<file path="src/rtl/uart_tx_fifo_pkg.sv">
// Shared definitions for the UART transmit FIFO and sequencer.
// Provides the byte width and the one-hot sequencer state encoding.
package uart_tx_fifo_pkg;

    localparam int BYTE_W = 8;

    typedef enum logic [4:0] {
        S_IDLE  = 5'b00001,
        S_PULSE = 5'b00010,
        S_WAITB = 5'b00100,
        S_SEND  = 5'b01000,
        S_GAP   = 5'b10000
    } state_e;

endpackage

</file>
<file path="src/rtl/uart_sync_fifo.sv">
// Byte FIFO: circular storage, pointers, occupancy, full/empty and
// sticky overflow flag.
// Ports: clk, rst (async, active-high); wr_data_i/wr_en_i enqueue;
// rd_en_i pops the head shown on rd_data_o; full_o, empty_o, count_o
// report fill level; ovf_o is sticky and is cleared by ovf_clr_i.
module uart_sync_fifo
    import uart_tx_fifo_pkg::*;
#(
    parameter int DEPTH_LOG2 = 4
) (
    input  logic                clk,
    input  logic                rst,
    input  logic [BYTE_W-1:0]   wr_data_i,
    input  logic                wr_en_i,
    input  logic                rd_en_i,
    input  logic                ovf_clr_i,
    output logic [BYTE_W-1:0]   rd_data_o,
    output logic                full_o,
    output logic                empty_o,
    output logic [DEPTH_LOG2:0] count_o,
    output logic                ovf_o
);

    localparam int DEPTH = 2 ** DEPTH_LOG2;
    localparam logic [DEPTH_LOG2:0] DEPTH_C = (DEPTH_LOG2 + 1)'(DEPTH);

    logic [BYTE_W-1:0]     mem_q [DEPTH];
    logic [DEPTH_LOG2-1:0] wr_ptr_q, wr_ptr_d;
    logic [DEPTH_LOG2-1:0] rd_ptr_q, rd_ptr_d;
    logic [DEPTH_LOG2:0]   count_q, count_d;
    logic                  full_q, empty_q;
    logic                  ovf_q, ovf_d;
    logic                  do_rd, do_wr, drop;

    always_comb begin
        do_rd = rd_en_i && !empty_q;
        // A pop in the same cycle frees a slot, so a write at full is legal.
        do_wr = wr_en_i && (!full_q || do_rd);
        drop  = wr_en_i && full_q && !do_rd;

        wr_ptr_d = do_wr ? wr_ptr_q + 1'b1 : wr_ptr_q;
        rd_ptr_d = do_rd ? rd_ptr_q + 1'b1 : rd_ptr_q;

        count_d = count_q;
        if (do_wr && !do_rd) begin
            count_d = count_q + 1'b1;
        end else if (!do_wr && do_rd) begin
            count_d = count_q - 1'b1;
        end

        // A dropped write outranks a clear in the same cycle.
        ovf_d = ovf_q;
        if (drop) begin
            ovf_d = 1'b1;
        end else if (ovf_clr_i) begin
            ovf_d = 1'b0;
        end
    end

    always_ff @(posedge clk or posedge rst) begin
        if (rst) begin
            wr_ptr_q <= '0;
            rd_ptr_q <= '0;
            count_q  <= '0;
            full_q   <= 1'b0;
            empty_q  <= 1'b1;
            ovf_q    <= 1'b0;
        end else begin
            wr_ptr_q <= wr_ptr_d;
            rd_ptr_q <= rd_ptr_d;
            count_q  <= count_d;
            full_q   <= (count_d == DEPTH_C);
            empty_q  <= (count_d == '0);
            ovf_q    <= ovf_d;
        end
    end

    always_ff @(posedge clk) begin
        if (do_wr) begin
            mem_q[wr_ptr_q] <= wr_data_i;
        end
    end

    assign rd_data_o = mem_q[rd_ptr_q];
    assign full_o    = full_q;
    assign empty_o   = empty_q;
    assign count_o   = count_q;
    assign ovf_o     = ovf_q;

endmodule

</file>
<file path="src/rtl/uart_tx_fifo.sv">
// Byte FIFO plus ready/busy handshake sequencer feeding a UART transmitter.
// Ports: clk, rst (async, active-high); wr_data/wr_en enqueue; full, empty,
// count, ovf/ovf_clr report the FIFO; tx_data_o/tx_ready_o/tx_busy_i talk
// to the UART; idle is high when nothing is queued or in flight.
module uart_tx_fifo
    import uart_tx_fifo_pkg::*;
#(
    parameter int DEPTH_LOG2   = 4,
    parameter int BUSY_TIMEOUT = 8
) (
    input  logic                clk,
    input  logic                rst,
    input  logic [BYTE_W-1:0]   wr_data,
    input  logic                wr_en,
    output logic                full,
    output logic                empty,
    output logic [DEPTH_LOG2:0] count,
    output logic                ovf,
    input  logic                ovf_clr,
    output logic [BYTE_W-1:0]   tx_data_o,
    output logic                tx_ready_o,
    input  logic                tx_busy_i,
    output logic                idle
);

    localparam int TW = $clog2(BUSY_TIMEOUT + 1);
    // Counter starts at 0 on the first wait cycle, so the last wait
    // cycle holds BUSY_TIMEOUT-1 and the re-pulse follows directly.
    localparam logic [TW-1:0] TMO_LAST = TW'(BUSY_TIMEOUT - 1);

    state_e            state_q, state_d;
    logic [TW-1:0]     tmo_q, tmo_d;
    logic [BYTE_W-1:0] data_q, data_d;
    logic [BYTE_W-1:0] head;
    logic              pop;

    uart_sync_fifo #(
        .DEPTH_LOG2(DEPTH_LOG2)
    ) u_fifo (
        .clk      (clk),
        .rst      (rst),
        .wr_data_i(wr_data),
        .wr_en_i  (wr_en),
        .rd_en_i  (pop),
        .ovf_clr_i(ovf_clr),
        .rd_data_o(head),
        .full_o   (full),
        .empty_o  (empty),
        .count_o  (count),
        .ovf_o    (ovf)
    );

    always_comb begin
        state_d = state_q;
        tmo_d   = tmo_q;
        data_d  = data_q;
        pop     = 1'b0;
        unique case (state_q)
            S_IDLE: begin
                // Data only ever changes here; the UART resamples it
                // throughout the frame.
                if (!empty) begin
                    pop     = 1'b1;
                    data_d  = head;
                    state_d = S_PULSE;
                end
            end
            S_PULSE: begin
                tmo_d   = '0;
                state_d = S_WAITB;
            end
            S_WAITB: begin
                if (tx_busy_i) begin
                    state_d = S_SEND;
                end else if (tmo_q == TMO_LAST) begin
                    state_d = S_PULSE;
                end else begin
                    tmo_d = tmo_q + 1'b1;
                end
            end
            S_SEND: begin
                if (!tx_busy_i) begin
                    state_d = S_GAP;
                end
            end
            S_GAP: begin
                state_d = S_IDLE;
            end
            default: begin
                state_d = S_IDLE;
            end
        endcase
    end

    always_ff @(posedge clk or posedge rst) begin
        if (rst) begin
            state_q <= S_IDLE;
            tmo_q   <= '0;
            data_q  <= '0;
        end else begin
            state_q <= state_d;
            tmo_q   <= tmo_d;
            data_q  <= data_d;
        end
    end

    assign tx_data_o  = data_q;
    assign tx_ready_o = (state_q == S_PULSE);
    assign idle       = empty && (state_q == S_IDLE);

endmodule
</file>
<file path="config.mk">
export PLATFORM = sky130hd
export DESIGN_NAME = uart_tx_fifo
export DESIGN_NICKNAME = d
export VERILOG_FILES = /design/src/rtl/uart_tx_fifo_pkg.sv /design/src/rtl/uart_sync_fifo.sv /design/src/rtl/uart_tx_fifo.sv
export SDC_FILE = /design/constraint.sdc
export NUM_CORES = 1
export LEC_CHECK = 0
export ABC_AREA = 1
export CORE_UTILIZATION = 50
export CTS_BUF_LIST = sky130_fd_sc_hd__clkbuf_16
export DETAILED_ROUTE_END_ITERATION = 7
export DONT_BUFFER_PORTS = 1
export MAX_ROUTING_LAYER = met4
export PLACE_DENSITY = 0.65
export REMOVE_ABC_BUFFERS = 1
export SYNTH_ARGS = -nofsm -noshare
export SYNTH_HDL_FRONTEND = slang
export SYNTH_HIERARCHICAL = 1
export SYNTH_SLANG_ARGS = --single-unit
</file>
<file path="constraint.sdc">
create_clock -name clk -period 2.89 [get_ports clk]
set_input_delay 0.578 -clock clk [delete_from_list [all_inputs] [get_ports clk]]
set_output_delay 0.578 -clock clk [all_outputs]
set_load 0.01 [all_outputs]
</file>
* Word level (Yosys, flattened, before mapping)
Memory sizes are Yosys's and may differ from the RTL's. A register that Yosys moved wholly into a read port is not among the register bits. Index checks and enable logic that the tools add are counted.
Operators by class: add/subtract/negate cells 5, multiplexer cells 16, eq/ne operators 11, reduce and logical (&&, ||, !) cells 18, bitwise logic cells 1
Operators with widths (count):
- 5-bit two-way mux | 6
- 5-bit case mux with 4 select lines | 1
- 4-bit by 1-bit adder with 4-bit output, second input constant | 3
- 4-bit two-way mux | 2
- 2-bit != test, second input constant | 4
- 4-bit case mux with 2 select lines | 1
- 1-bit logical AND | 7
- 1-bit two-way mux | 6
- 3-bit AND reduction | 2
- 5-bit by 1-bit adder with 5-bit output, second input constant | 1
- 5-bit by 1-bit == test with 1-bit output, second input constant | 1
- 5-bit by 2-bit == test with 1-bit output, second input constant | 1
- 5-bit by 3-bit == test with 1-bit output, second input constant | 1
- 5-bit by 4-bit == test with 1-bit output, second input constant | 1
- 5-bit == test, second input constant | 1
- 5-bit zero test | 1
- 5-bit by 1-bit subtractor with 5-bit output, second input constant | 1
- 4-bit by 3-bit == test with 1-bit output, second input constant | 1
- 1-bit zero test | 4
- 2-bit nonzero test | 2
- 3-bit != test, second input constant | 1
- 2-bit AND reduction | 1
- 1-bit logical OR | 1
- 1-bit NOT | 1
Storage, ports and cells: RAM bits 128, memories 1, register bits 25, logic and storage cells 60, output and inout bits 18
Memory list:
- u_fifo.mem_q | words 16, width 8, rd ports 1, clocked after Yosys merged registers in 1, wr ports 1, line uart_sync_fifo.sv:27 | logic [BYTE_W-1:0] mem_q [DEPTH];

* Depth between registers and ports, before layout
depth after elaboration 10, depth in mapped cells 16, depth with buffers taken out 15

* By module
Netlist, hierarchy kept.
By module, submodules not included:
- uart_sync_fifo | area each 5989.5 µm², instances 1, cells an instance 477, seq. area each 4245.3 µm²
- uart_tx_fifo | area each 892.1 µm², instances 1, cells an instance 106, seq. area each 426.7 µm²

* Worst setup path after synthesis
Ideal clock, no wire load.
kind reg-to-reg, from register state_q[0], to memory u_fifo.mem_q[11][0] (enable), stages on the path, launching flop included 12, setup time 383 ps, slack 428 ps, data arrival time 2079 ps, period minus slack after synthesis 2462 ps, cells stage by stage dfstp_2 > inv_2 > nor2_4 > nand2_2 > nor2_4 > nand2_4 > buf_6 > inv_2 > nand2_4 > a21oi_4 > inv_2 > nor3_1
On the way: word-level cells in the longest chain between the ends 7
Ends and longest elaborated chain:
- start, declared | line uart_tx_fifo.sv:31 | state_e state_q, state_d;
- start signal, assigned | line uart_tx_fifo.sv:101 | state_q <= state_d;
- 5-bit by 1-bit == test with 1-bit output | line uart_tx_fifo.sv:58 | unique case (state_q)
- 1-bit two-way mux | line uart_tx_fifo.sv:58
- named net pop | line uart_tx_fifo.sv:35 | logic pop;
- 1-bit logical AND | line uart_sync_fifo.sv:36 | do_rd = rd_en_i && !empty_q;
- 1-bit logical OR | line uart_sync_fifo.sv:38 | do_wr = wr_en_i && (!full_q || do_rd);
- 1-bit logical AND | line uart_sync_fifo.sv:38
- 1-bit two-way mux | line uart_sync_fifo.sv:79 | if (do_wr) begin
- 1-bit two-way mux (implied by the code) | line uart_sync_fifo.sv:80 | mem_q[wr_ptr_q] <= wr_data_i;
- end, declared | line uart_sync_fifo.sv:27
The timed path passes the listed nets, and every way through them passes these cells.

* Worst setup path in the final report
from register state_q[0], to memory u_fifo.mem_q[12][3] (enable)
Same word-level chain as after synthesis.

==> summary.md <==
| Metric | Value |
|---|---|
| Area share of the largest cell type after synthesis | `0.559` |
| R2R setup slack | `around 550 ps` |
| Asr flop ratio synth | `0.205` |
| Worst hold slack | `around 140 ps` |
| Initial cell density of the core | `0.516` |
| Final antenna-violating net count | `0` |
| Drt total wl | `between 15000 and 20000 um` |
| RePlAce Congestion | `~0.9` |
| Nets | `between 600 and 700` |
| Root buf cell | `clkbuf_16` |
| Final Setup Violations | `0` |
| Initial antenna violation count | `0` |
| P_leak | `around 2.9 nW` |
| Fmax | `about 430 MHz` |
| Kind of critical path | `reg2reg` |
| # port buffers | `0` |
| Worst Setup End Kind | `register` |
| CP Data Arrival Time | `around 2500 ps` |
| Row count | `42` |
| DRC | `0` |
| Filler cells | `between 1k and 1.5k` |
| First-pass GRT wire length | `roughly 24000 um` |
| Top-count cell post-synth | `edfxtp_1` |
| Worst EP required | `just over 3000 ps` |
| Synthesized flop and latch total | `161` |
| Synth-to-Final Area Change | `11.1%` |
| Cts bufs inserted | `17` |
| Dpl hpwl | `9820 um` |
| Number of flops mapped to enable cells by yosys | `approximately 130` |
| Pin count of the biggest net entering global routing | `40` |
| Max cap viols | `0` |
| Clk_skew | `approximately 8.7 ps` |
| Slew HR | `0.381` |
| FF-to-FF End | `u_fifo/mem_q[12][3]` |
| GRT Residual Overflow | `0` |
| Die height | `119 um` |
| CP startpoint kind | `register` |
| Vias | `approximately 4.4k` |
| CTS tree | `built` |
| Avg Inst Size Synth | `about 12 um2` |
| Final WS setup | `roughly 550 ps` |
| Overall Global Routing Usage | `0.236` |
| Cells after Synth | `just under 600` |
| Cell taking the most area after synthesis | `edfxtp_1` |
| Clock slew at reported path FFs | `60 ps` |
| Cell Area, Synth | `approximately 6900 um2` |
| Peak supply drop | `~0.00057 V` |
| Postcts setup bufs | `0` |
| Fin crit share | `0.811` |
| HP Class | `in2async` |
| Status | `completed` |
| Number of vias per cell | `approximately 5.6` |
| Post-CTS sizing | `0` |
| Cts hold-fix bufs | `0` |
| Drt pass-1 iters | `4` |
| Yosys warnings | `6` |
| Core area | `between 10000 and 15000 um2` |
| Max Slew Vio Count | `0` |
| Initial drt markers | `~340` |
| Num ports | `31` |
| Die area | `~14000 um2` |
| Layout Utilization | `0.573` |
| Netlist cell types | `29` |
| Top cells by count, synth | `edfxtp_1 (128), nor2_1 (94), nand2_1 (70)` |
| Number of global-route vias before repair | `4372` |
| Clk Latency, worst-skew pair | `roughly 430 ps` |
| Worst R2R Start | `state_q[0]` |
| Post-layout minimum cycle time | `2340 ps` |
| Top cells by area, synth | `edfxtp_1 (56%), dfrtp_1 (11%), nor2_1 (5.1%)` |
| ANT cells | `0` |
| R2R cell count | `11` |
| Main synth FF type | `edfxtp_1` |
| RSZ-0062 raised after global routing | `no` |
| Worst-Margin Slew | `roughly 900 ps` |
| Drt wl/cell | `around 19 um` |
| Die width | `about 120 um` |
| Final hold vios | `0` |
| Cell Pwr Density | `around 1000 nW/um2` |
| Clock sinks | `around 160` |
| Post-synthesis sequential area ratio | `0.679` |
| Critical Path Fanout Max | `17` |
| Htree depth | `4` |
| Final TNS setup | `0 ps` |
| CTS max path bufs | `2` |
| Layout cells sized above 1 | `0.141` |
| Setup WS pre-CTS | `537 ps` |
==> stage by stage <==
| stage | total power (W) | cells | cell area, um2 |
|---|---|---|---|
| floorplan | 0.00505 | 557 | 6710 |
| global placement | 0.00583 | 755 | 7100 |
| detailed placement | 0.00588 | 755 | 7100 |
| finish | 0.00792 | 787 | 7640 |
| CTS | 0.00795 | 787 | 7640 |
| global route | 0.00840 | 787 | 7640 |
==> cell usage in the layout, fill, tap and decap left out <==
cell type   count
clkinv_2        3
a21oi_4         1
nand2_4         4
a21oi_1         1
dfrtp_2         1
xor2_1         10
dfstp_2         2
edfxtp_1      128
nor2_2          4
o21ai_2         8
ha_1            8
nand2_2         3
nor2_1         94
inv_6           2
dfrtp_1        30
clkinvlp_4      6
bufinv_16       1
o21ai_0        47
inv_2           9
nor3_1          2
buf_4          22
o21ai_1        22
o32ai_1         1
nand4_1         6
xnor2_1         1
nand3_2         1
nand3_1        30
nor2_4          2
inv_1          37
o221ai_1       32
nand2_1        70
clkbuf_16      17
clkinv_1        6
==> report_power, final <==
group          switching (W)  total (W)  internal, W
Combinational        0.00183    0.00266     0.000830
Sequential          0.000301    0.00321      0.00291
Clock               0.000885    0.00206      0.00117
==> state kept, by name, summed over array words and instances (netlist names) <==
name	cells
u_fifo/mem_q	128
tx_data_o	8
state_q	5
u_fifo/count_o	5
tmo_q	4
u_fifo/rd_ptr_q	4
u_fifo/wr_ptr_q	4
u_fifo/empty_o	1
u_fifo/full_o	1
u_fifo/ovf_o	1
==> routing by layer <==
layer / vias up / GRT usage / wire, um
met5: - / - / 0
met4: 0 / 0.0961 / 353
met3: 25 / 0.0661 / 1060
met2: 173 / 0.351 / 7110
met1: 2138 / 0.307 / 6650
li1: 2084 / - / -
==> final cells by class <==
| class | instances | area (um2) | share of cell area |
|---|---|---|---|
| multi-input combinational | 347 | 1860 | 0.243 |
| clock inverter | 15 | 119 | 0.0156 |
| timing repair buffer | 22 | 165 | 0.0216 |
| inverter | 49 | 184 | 0.0241 |
| sequential | 161 | 4670 | 0.611 |
| tap | 176 | 220 | 0.0288 |
| clock buffer | 17 | 425 | 0.0557 |
==> worst max-delay path: stages, from the launching register on <==
cell and delay, ps:
dfstp_2 550, inv_2 40, nor2_4 90, nand2_2 70, nor2_4 110, nand2_4 150
inv_2 130, nand2_4 80, a21oi_4 250, nand2_1 230, nor2_1 150, buf_4 180
==> worst max-delay path by stage <==
stage | from | to | slack (ps) | cells after the start
floorplan | u_fifo/rd_ptr_q[0] | tx_data_o[2] | 300 | 7
global placement | state_q[0] | u_fifo/mem_q[8][5] | 570 | 11
detailed placement | state_q[0] | u_fifo/mem_q[4][4] | 540 | 11
CTS | state_q[0] | u_fifo/mem_q[12][7] | 520 | 11
global route | state_q[0] | u_fifo/mem_q[0][2] | 330 | 11
finish | state_q[0] | u_fifo/mem_q[12][3] | 550 | 11
==> logic make-up (layout without fill, tap and decap cells) <==
logic type | after synthesis | after routing | share of synthesized area
flip-flops | 161 | 161 | 0.679
AO/OA/AOI/OAI | 112 | 112 | 0.105
XOR/XNOR | 11 | 11 | 0.0140
buffers and inverters | 75 | 103 | 0.0513
adder cells (fa/ha/maj) | 8 | 8 | 0.0145
AND/OR/NAND/NOR | 216 | 216 | 0.136
No activity file was read; power rests on OpenSTA's default activity.
==> RTL change 1: new RTL, same flow settings <==
Re-encode `state_e` (5 states) as Gray code, 3 bits wide. Comments in the files are not updated.
--- a/src/rtl/uart_tx_fifo_pkg.sv
+++ b/src/rtl/uart_tx_fifo_pkg.sv
@@ -6,8 +6,8 @@
 
-    typedef enum logic [4:0] {
-        S_IDLE  = 5'b00001,
-        S_PULSE = 5'b00010,
-        S_WAITB = 5'b00100,
-        S_SEND  = 5'b01000,
-        S_GAP   = 5'b10000
+    typedef enum logic [2:0] {
+        S_IDLE  = 3'b000,
+        S_PULSE = 3'b001,
+        S_WAITB = 3'b011,
+        S_SEND  = 3'b010,
+        S_GAP   = 3'b110
     } state_e;
Formal check against the unedited RTL: no difference found for any inputs over 10 cycles, from zero or initial values and one cycle with rst high; not proved beyond that.
==> RTL change 1 against the unedited design <==
- power rose by 0.33%
- wire length fell by 3.1%
- synthesized cell count fell by 2.1%
- area after synthesis fell by 2.0%
- sequential cell count fell by 2
- setup slack got worse by 0.12 ns
- cell count fell by 2.4%
- non-clock buffer count fell by 8
- global-route usage barely moved
- worst hold slack got worse by 0.036 ns
- final area fell by 1.3%
- maximum frequency fell by 5.1%
- critical path type unchanged
- highest routed layer unchanged
==> RTL change 1: results (changes against the unedited design) <==
status=completed; Post-synth EDFFs=128 (unchanged); Min Hold Slack=0.0992 ns (-0.0362 ns); crit path from=state_q[2]; top cells by count, synth=edfxtp_1, nor2_1, nand2_1, o21ai_0, nand3_1; htree depth=4 (unchanged); clock-pin slew on the worst setup and hold paths=0.06 ns (about the same); Psw=2.84 mW (-6.0%); CP max FO=11 (-6); post-CTS setup buffer count=0 (unchanged); layout cell share with drive strength beyond 1=11.7% (-2.4 points); HPWL after detailed placement=9510 um (-3.1%); routed wl met3=709 um (-33%); Post-Place Cells=736 (-2.5%); Period Utilization, post-route=85.4% (+4.3 points); Leakage=2.81 nW (-1.6%); max FFs per register=128 (unchanged); Synth Area per Inst=11.8 um^2 (about the same); VDD IR max=0.584 mV (+3.1%); GR Layer Usage met2=36.6% (+1.6 points); root buf cell=clkbuf_16; Biggest register=u_fifo/mem_q; max_slew headroom=55.2% (+17 points); Setup Crit Path Kind=reg -> reg; Met1 Routed Length=6400 um (-3.9%); Initial DRC Count=287 (-15%); DR WL met2=7120 um (+0.23%); first-pass GRT wire length=23100 um (-2.5%); worst reg-to-reg path cell count=7 (-4); vias in the first global route=4279 (-2.1%); nets@finish=600 (-3.1%); DP Area=6910 um^2 (-2.6%); Area contributors post-synth=edfxtp_1, dfrtp_1, nor2_1; largest net degree at the start of global routing=35 (-13%); register area share after synthesis=68.5% (+0.64 points); via count=4292 (-2.9%); 1st-pass router iterations=5 (+1); Comb power=2.41 mW (-9.4%); DP Worst Slack=0.402 ns (-0.135 ns); global route hottest layer=met2; RD Place Congestion=0.877 (-2.7%); HP Class=in -> async; r2r endpoint=u_fifo/mem_q[8][2]; Layout Skew=0.00687 ns (-0.00179 ns); GR Util All Layers=23.6% (about the same); Seq pwr share=39.8% (-0.7 points); Power Density=1050 nW/um^2 (+1.7%); PortBufs=0 (unchanged); Post-synth ARST share=19.5% (-1.0 points); DRT Wirelength=14700 um (-3.1%); global-route met1 utilization=28.9% (-1.8 points); grt met3 use=4.99% (-1.6 points); Routed wire per std cell=19.1 um (-0.72%); Fillers=1084 (-0.91%); crit path DAT=2.52 ns (+0.04 ns)
[RTL change 1: cell types whose count changed in the layout (fill, tap and decap cells not counted), moves of 4 or more]
cell,unedited run,this run
nor2_1,94,85
nand2_1,70,81
clkinvlp_4,6,1
buf_4,22,14
o21ai_2,8,0
bufinv_16,1,5
[RTL change 1: layout make-up]
class	instances	area, um^2	area share, %
multi-input cells	342	1790	23.8
repair buffers	14	105	1.39
inverters	45	170	2.26
clock buffers	17	425	5.64
clock inverters	15	204	2.70
flip-flops and latches	159	4620	61.3
well taps	176	220	2.92
[RTL change 1: critical path, cell delays in order (launching register included)]
cell and delay (ns):
dfrtp_1 0.42, nor2_2 0.23, nand3_4 0.16, clkinv_2 0.17, nand2_4 0.09, a21oi_4 0.25, nand2_1 0.22, nor2_1 0.54
[RTL change 1: logic make-up after synthesis]
family	count (synthesis)	synth area share, %
adders and majority gates	8	1.48
AOI/OAI and AO/OA	104	9.72
DFF	159	68.5
and+or+nand+nor	219	14.0
buffers and inverters	70	4.86
xor gates and xnor gates	11	1.43
==> RTL change 2: new RTL, same flow settings <==
Without the edit above. Set the package constant `BYTE_W` to 6 (it was 8).
--- a/src/rtl/uart_tx_fifo_pkg.sv
+++ b/src/rtl/uart_tx_fifo_pkg.sv
@@ -4,3 +4,3 @@
 
-    localparam int BYTE_W = 8;
+    localparam int BYTE_W = 6;
 
Ports: changed (resized tx_data_o and wr_data); port bits go from 31 to 27. No check against the original RTL was run, so the function may have changed too.
==> RTL change 2 against the unedited design <==
- power decreased by 9.8%
- final area down 16%
- via count shrank 15%
- sequential cell count down 34
- wire length fell by 20%
- setup slack worse by 0.11 ns
- area after synthesis down 16%
- worst hold slack got worse by 0.021 ns
- utilization increased by 0.96 points
- largest power group unchanged
==> RTL change 2: results (changes against the unedited design) <==
Area contributors post-synth=edfxtp_1, dfrtp_1, nor2_1; DRT Wirelength=12100 um (-20%); Compound-Gate Fraction of Synth Area=7.66% (-2.9 points); status=completed; top cells by count, synth=nor2_1, edfxtp_1, nand2_1, o21ai_0; CTS Buf Count=17 (unchanged); global route hottest layer=met2; worst reg-to-reg path cell count=8 (-3); nets@finish=559 (-9.7%); worst slew pin tran=0.688 ns (-0.234 ns); grt met3 use=5.20% (-1.4 points); CP max FO=8 (-9); Layout Skew=0.00957 ns (+0.000908 ns); Post-synth EDFFs=96 (-25%); largest net degree at the start of global routing=50 (+25%); Leakage=2.56 nW (-11%); CTS Buffer Depth=2 (unchanged); GR Layer Usage met2=36.9% (+1.9 points); most common cell in the netlist=nor2_1; crit path DAT=2.50 ns (+0.02 ns); first-pass GRT wire length=19300 um (-18%); PortBufs=0 (unchanged); cells after synthesis=535 (-8.2%); Post-Place Cells=661 (-12%); max FFs per register=96 (-25%); DP Area=5840 um^2 (-18%); HPWL after detailed placement=7980 um (-19%); Initial DRC Count=307 (-9.4%); Adder-Cell Fraction of Synth Area=1.74% (+0.29 points); Post-synth ARST share=24.4% (+3.9 points); global-route met1 utilization=28.4% (-2.2 points); Biggest register=u_fifo/mem_q; Vias per Instance=5.43 (-3.3%); reg-to-reg setup timing slack=0.44 ns (-0.11 ns); VDD IR max=0.730 mV (+29%); Fillers=904 (-17%); r2r endpoint=u_fifo/mem_q[10][3]; GR Util All Layers=23.2% (-0.37 points); final core occ=58.2% (+0.96 points); HP Class=in -> async; XOR/XNOR share of the synthesized area=1.52% (+0.12 points); post-synthesis cell type count=36 (+24%); vias in the first global route=3797 (-13%); RD Place Congestion=0.871 (-3.4%); Routed wire per std cell=17.4 um (-9.5%); register area share after synthesis=63.7% (-4.2 points); layout cell share with drive strength beyond 1=14.1% (+0.055 points)
-- RTL change 2: cell count changes in the layout (fill, tap and decap cells not counted), sizes merged, moves of 3 or more --
cell	before	now
buf	22	5
bufinv	1	4
clkinvlp	6	0
edfxtp	128	96
inv	48	44
nand2	77	102
nand3	31	23
nand4	6	11
nor2	100	112
o21ai	77	70
o221ai	32	0
o22ai	0	5
-- RTL change 2: layout make-up --
class,instances,area [um^2],area share (%)
Clock buffer,17,425,6.62
Clock inverter,14,161,2.51
Inverter,41,160,2.49
Multi-Input combinational cell,348,1800,28.1
Sequential cell,127,3660,57.0
Tap cell,140,175,2.73
Timing Repair Buffer,5,37.5,0.584
-- RTL change 2: stage by stage --
step,hold WS (ns),setup WS (ns),total power [mW]
after detailed placement,0.535,0.456,5.04
after global placement,0.537,0.524,5.01
after CTS,0.125,0.417,7.18
final,0.114,0.436,7.15
after global routing,0.157,0.279,7.63
after floorplan,0.479,0.714,4.39
-- RTL change 2: logic make-up (layout without fill, tap and decap cells) --
family | Yosys count | after routing
buf+inv | 60 | 77
compound gates | 79 | 79
fa+ha+maj | 8 | 8
xor+xnor | 10 | 10
simple gates | 251 | 251
flops | 127 | 127
-- RTL change 2: where the power goes --
part           switching (mW)  total, mW  internal, mW
logic                    1.64       2.40         0.765
registers               0.313       2.62          2.31
clock network           0.718       2.12          1.41
total                    2.67       7.15          4.48
-- RTL change 2: metal layers --
metal	wire length, um	vias to the layer above
met3	581	23
met2	6000	96
li1	-	1814
met4	272	0
met1	5220	1826
met5	0	-
